## config.mk

```make
export PLATFORM = sky130hd
export DESIGN_NAME = serial_mult_ctrl
export DESIGN_NICKNAME = d
export VERILOG_FILES = /design/src/rtl/serial_mult_ctrl.sv
export SDC_FILE = /design/constraint.sdc
export NUM_CORES = 1
export LEC_CHECK = 0
export CORE_MARGIN = 5
export CORE_UTILIZATION = 28
export CTS_BUF_LIST = sky130_fd_sc_hd__clkbuf_4 sky130_fd_sc_hd__clkbuf_8
export CTS_CLUSTER_DIAMETER = 100
export DETAILED_ROUTE_END_ITERATION = 7
export HOLD_SLACK_MARGIN = 0.06
export PLACE_DENSITY = 0.57
export SYNTH_ARGS = -nofsm -noshare
export SYNTH_HDL_FRONTEND = slang
export SYNTH_SLANG_ARGS = --single-unit
```

## constraint.sdc

```tcl
create_clock -name clk -period 2.6 [get_ports clk]
set_input_delay 0.52 -clock clk [delete_from_list [all_inputs] [get_ports clk]]
set_output_delay 0.52 -clock clk [all_outputs]
set_load 0.02 [all_outputs]
```

## src/rtl/serial_mult_ctrl.sv

```systemverilog
// Bit-serial shift-and-add unsigned multiplier: one full-adder cell is reused for
// every partial-product bit, sequenced by a three-state controller.
module serial_mult_ctrl #(
  parameter int WIDTH = 4
) (
  input  logic               clk,
  input  logic               rst_n,
  input  logic               start,
  input  logic [WIDTH-1:0]   a,
  input  logic [WIDTH-1:0]   b,
  output logic               busy,
  output logic               done,
  output logic [2*WIDTH-1:0] prod
);

  // Handshake: start is accepted only on an edge where the FSM is IDLE (a and b
  // are captured on that edge); start while busy is dropped. done is a one-cycle
  // pulse in IDLE that coincides with prod taking the new result, so a start held
  // during the done cycle launches the next operation with no gap.

  localparam int CW = (WIDTH > 1) ? $clog2(WIDTH) : 1;
  localparam int AW = $clog2(2 * WIDTH);
  localparam logic [CW-1:0] LAST = CW'(WIDTH - 1);

  typedef enum logic [1:0] {IDLE, ADD, SHIFT} state_t;

  state_t               state, state_n;
  logic [WIDTH-1:0]     a_r, b_r;
  logic [2*WIDTH-1:0]   acc;
  logic                 cy;
  logic [CW-1:0]        bit_cnt, iter;

  logic                 op, fa_in, fa_sum, fa_cy;
  logic [AW-1:0]        hi_idx;
  logic [2*WIDTH-1:0]   acc_shift;

  // Single shared full-adder cell working on the upper half of the accumulator.
  always_comb begin
    hi_idx    = AW'(WIDTH) + AW'(bit_cnt);
    op        = b_r[iter] & a_r[bit_cnt];
    fa_in     = acc[hi_idx];
    fa_sum    = fa_in ^ op ^ cy;
    fa_cy     = (fa_in & op) | (fa_in & cy) | (op & cy);
    acc_shift = {cy, acc[2*WIDTH-1:1]};
  end

  assign busy = (state != IDLE);

  always_ff @(posedge clk or negedge rst_n) begin
    if (!rst_n) state <= IDLE;
    else        state <= state_n;
  end

  always_comb begin
    state_n = state;
    case (state)
      IDLE:    if (start) state_n = ADD;
      ADD:     if (bit_cnt == LAST) state_n = SHIFT;
      SHIFT:   state_n = (iter == LAST) ? IDLE : ADD;
      default: state_n = IDLE;
    endcase
  end

  always_ff @(posedge clk or negedge rst_n) begin
    if (!rst_n) begin
      a_r     <= '0;
      b_r     <= '0;
      acc     <= '0;
      cy      <= 1'b0;
      bit_cnt <= '0;
      iter    <= '0;
      prod    <= '0;
      done    <= 1'b0;
    end else begin
      done <= 1'b0;
      case (state)
        IDLE: begin
          if (start) begin
            a_r     <= a;
            b_r     <= b;
            acc     <= '0;
            cy      <= 1'b0;
            bit_cnt <= '0;
            iter    <= '0;
          end
        end
        ADD: begin
          acc[hi_idx] <= fa_sum;
          cy          <= fa_cy;
          bit_cnt     <= (bit_cnt == LAST) ? '0 : bit_cnt + 1'b1;
        end
        SHIFT: begin
          // The carry out of the row becomes the new MSB as the sum slides right.
          acc <= acc_shift;
          cy  <= 1'b0;
          if (iter == LAST) begin
            prod <= acc_shift;
            done <= 1'b1;
          end else begin
            iter <= iter + 1'b1;
          end
        end
        default: ;
      endcase
    end
  end

endmodule

```

==> results_dict.tcl <==
set metrics [dict create \
    syn_area_sq_um 1600 \
    reg2reg_to "acc[6]" \
    fmax_mhz 439 \
    synth.most_common_cell "dfrtp_1" \
    ant_nets 0 \
    hold_buffers 0 \
    peakVddDrop_mv 0.381 \
    cts-htree-levels 2 \
    routedWlPerCell_um 14.4 \
    yosys-top-cells-area "dfrtp_1, mux2_2, ha_1" \
    drcViolationCount 0 \
    antenna_found_initial 0 \
    n_antenna_cell 0 \
    cp_slowest_stage_delay_ps 610 \
    synth_cells 129 \
    fp.dieH_um 85.7 \
    synth-edff-count 0 \
    setup_viol 0 \
    end_kind "output pin" \
    layout.nets 173 \
    total_leakage_power_nw 0.858 \
    grt_usage_pct 9.70 \
    fin_cells 223 \
    synth_seq_area_share_pct 48.4 \
    grt_pass1_wl_mm 5.61 \
    status "completed" \
    yosysUniqueCellTypes 27 \
    critPathTopFamily "buffers and inverters" \
    cp_common_cell "inv_1" \
    cts_setup_buffers 0 \
    drv_cap 0 \
    wl_mm 3.20 \
    synthArstFlopShare_pct 100 \
    synth_common_cells "dfrtp_1, mux2_2, nand2_1" \
    period_needed_ps 2280 \
    critPathBufInv 3 \
    avgSynthCellArea_sq_um 12.4 \
    num-fill-cells 567 \
    grt_pass1_vias 1240 \
    clk_latency_ps 270 \
    clk_pin_slew_ps 60 \
    ys_ff_latch 31 \
    hold_violations 0 \
    root_buffer "clkbuf_8" \
    cts_num_sinks 31 \
    fin_crit_sh_pct 87.7 \
    cts_resized 0 \
    cp_num_cells 4 \
    firstDrtPassIters 5 \
    crit_chain "inv_1 -> ha_1 -> inv_1 -> clkdlybuf4s50_1" \
    placementRows 27 \
    place.gp.congestion 0.823 \
    clock_skew_ps 2.56 \
    crit_arrival_ps 1760 \
    slew_headroom_pct 70.7 \
    dp_cells 217 \
    ios 21 \
    synth_top_area_cell "dfrtp_1" \
    worst-path-max-fanout 7 \
    power_density_nw_per_um2 868 \
    portBuffers 20 \
    rsz0062_at_grt "no" \
    grt_max_degree 32 \
    reg2reg_slack_ps 560 \
    worst_path_max_delay_cell "clkdlybuf4s50_1" \
    start_util_pct 29.0 \
    drt_iter0_markers 53 \
    hpwl_mm 2.40 \
    cts_buffers 5 \
    min_path_type "register to register" \
    routed_via_density 4.83 \
    worstPathRequired_ps 2080 \
    core_sq_um 5540 \
    drive_above_1_share_pct 23.2 \
    crit_path_start_kind "register" \
    tightest_slew_ps 440 \
    worst-r2r-cell-count 6 \
    area_growth_pct 20.6 \
    tns_ps 0 \
    crit_end "busy" \
    timing.rr.start "bit_cnt[0]" \
    cts_tree "yes" \
    netlist.area_leader.share_pct 48.4 \
    ys.flop_type "dfrtp_1" \
    die-area_sq_um 7340 \
    yosys_warnings 0 \
    crit_type "register to output pin" \
    drv_slew 0 \
    grt_overflow_total 0 \
    chipWidth_um 85.7 \
    clock_path_buffers 2 \
    via_count 1078 \
    synth_fp_nets 150 \
    cp-startpoint "state[0]" \
]
-- flip-flops by register name, summed over array words and instances, names as in the netlist --
name and cells:
a_r 4, acc 7, b_r 4, bit_cnt 2, cy 1, done 1
iter 2, prod 8, state 2
-- worst min path at each step --
stage | end | cells after the start | from
3_3_place_gp | prod[7] | 2 | prod[7]
3_5_place_dp | prod[7] | 2 | prod[7]
2_1_floorplan | a_r[0] | 0 | rst_n
4_1_cts | prod[7] | 2 | prod[7]
5_1_grt | b_r[2] | 1 | b_r[2]
6_report | prod[7] | 2 | prod[7]
-- where the power goes --
group / internal, W / leakage, nW / total (W) / switching (W)
sequential: 0.000589 / 0.410 / 0.000685 / 0.0000959
combinational: 0.000312 / 0.407 / 0.000650 / 0.000338
clock: 0.000188 / 0.0406 / 0.000345 / 0.000156
-- area by class of cell --
type | count | area (sq um) | share of cell area, %
sequential | 31 | 776 | 40.1
clock buffer | 6 | 76.3 | 3.95
inverter | 8 | 30.0 | 1.55
multi-input combinational | 85 | 754 | 39.0
tap | 72 | 90.1 | 4.66
timing repair buffer | 21 | 208 | 10.7
-- metal layers --
metal	routed length, um	part of all wire [%]	vias up	GRT usage, %
li1	-	-	507	-
met1	1450	45	533	11.4
met2	1530	48	34	15.9
met3	186	5.8	4	3.46
met4	39	1.2	0	4.46
met5	0	0	-	0
-- cells in the final DEF, fill, tap and decap left out, drive strengths merged --
cell type and instances:
a21oi 1, a32o 4, buf 1, mux4 3
o31ai 1, mux2 15, a22o 5, ha 9
a32oi 4, nand2b 4, dfrtp 31, or2 5
nand3b 1, fa 1, inv 8, mux2i 1
nand3 1, o2bb2ai 4, o21ai 7, nor2 3
clkdlybuf4s50 20, nor2b 2, clkbuf 6, and2b 1
a21boi 1, nand2 12
-- logic make-up (layout without fill, tap and decap cells) --
| kind of cell | after synthesis | count (layout) | synth area share [%] |
|---|---|---|---|
| buffers and inverters | 13 | 35 | 4.60 |
| multiplexers | 19 | 19 | 15.4 |
| flip-flops | 31 | 31 | 48.4 |
| AO/OA/AOI/OAI | 27 | 27 | 13.0 |
| adder cells (fa/ha/maj) | 10 | 10 | 8.27 |
| AND/OR/NAND/NOR | 29 | 29 | 10.4 |
-- worst reg2reg max path, cell delays in order (launching register included) --
cell,delay (ps)
dfrtp_1,480
mux4_2,540
nand2_1,100
fa_1,460
nand2_1,80
a32oi_1,110
o2bb2ai_1,180
-- metrics by stage --
stage | setup slack [ps] | instance area [sq um] | power, W | util [%] | hold slack (ps)
after floorplan | 757 | 1600 | 0.00120 | - | 224
after global placement | 651 | 1860 | 0.00130 | 33.5 | 463
after detailed placement | 576 | 1860 | 0.00134 | 33.5 | 489
after CTS | 305 | 1930 | 0.00170 | 34.9 | 502
after global routing | 235 | 1930 | 0.00180 | 34.9 | 518
final | 320 | 1930 | 0.00168 | 34.9 | 499
(Power assumes the default switching activity.)
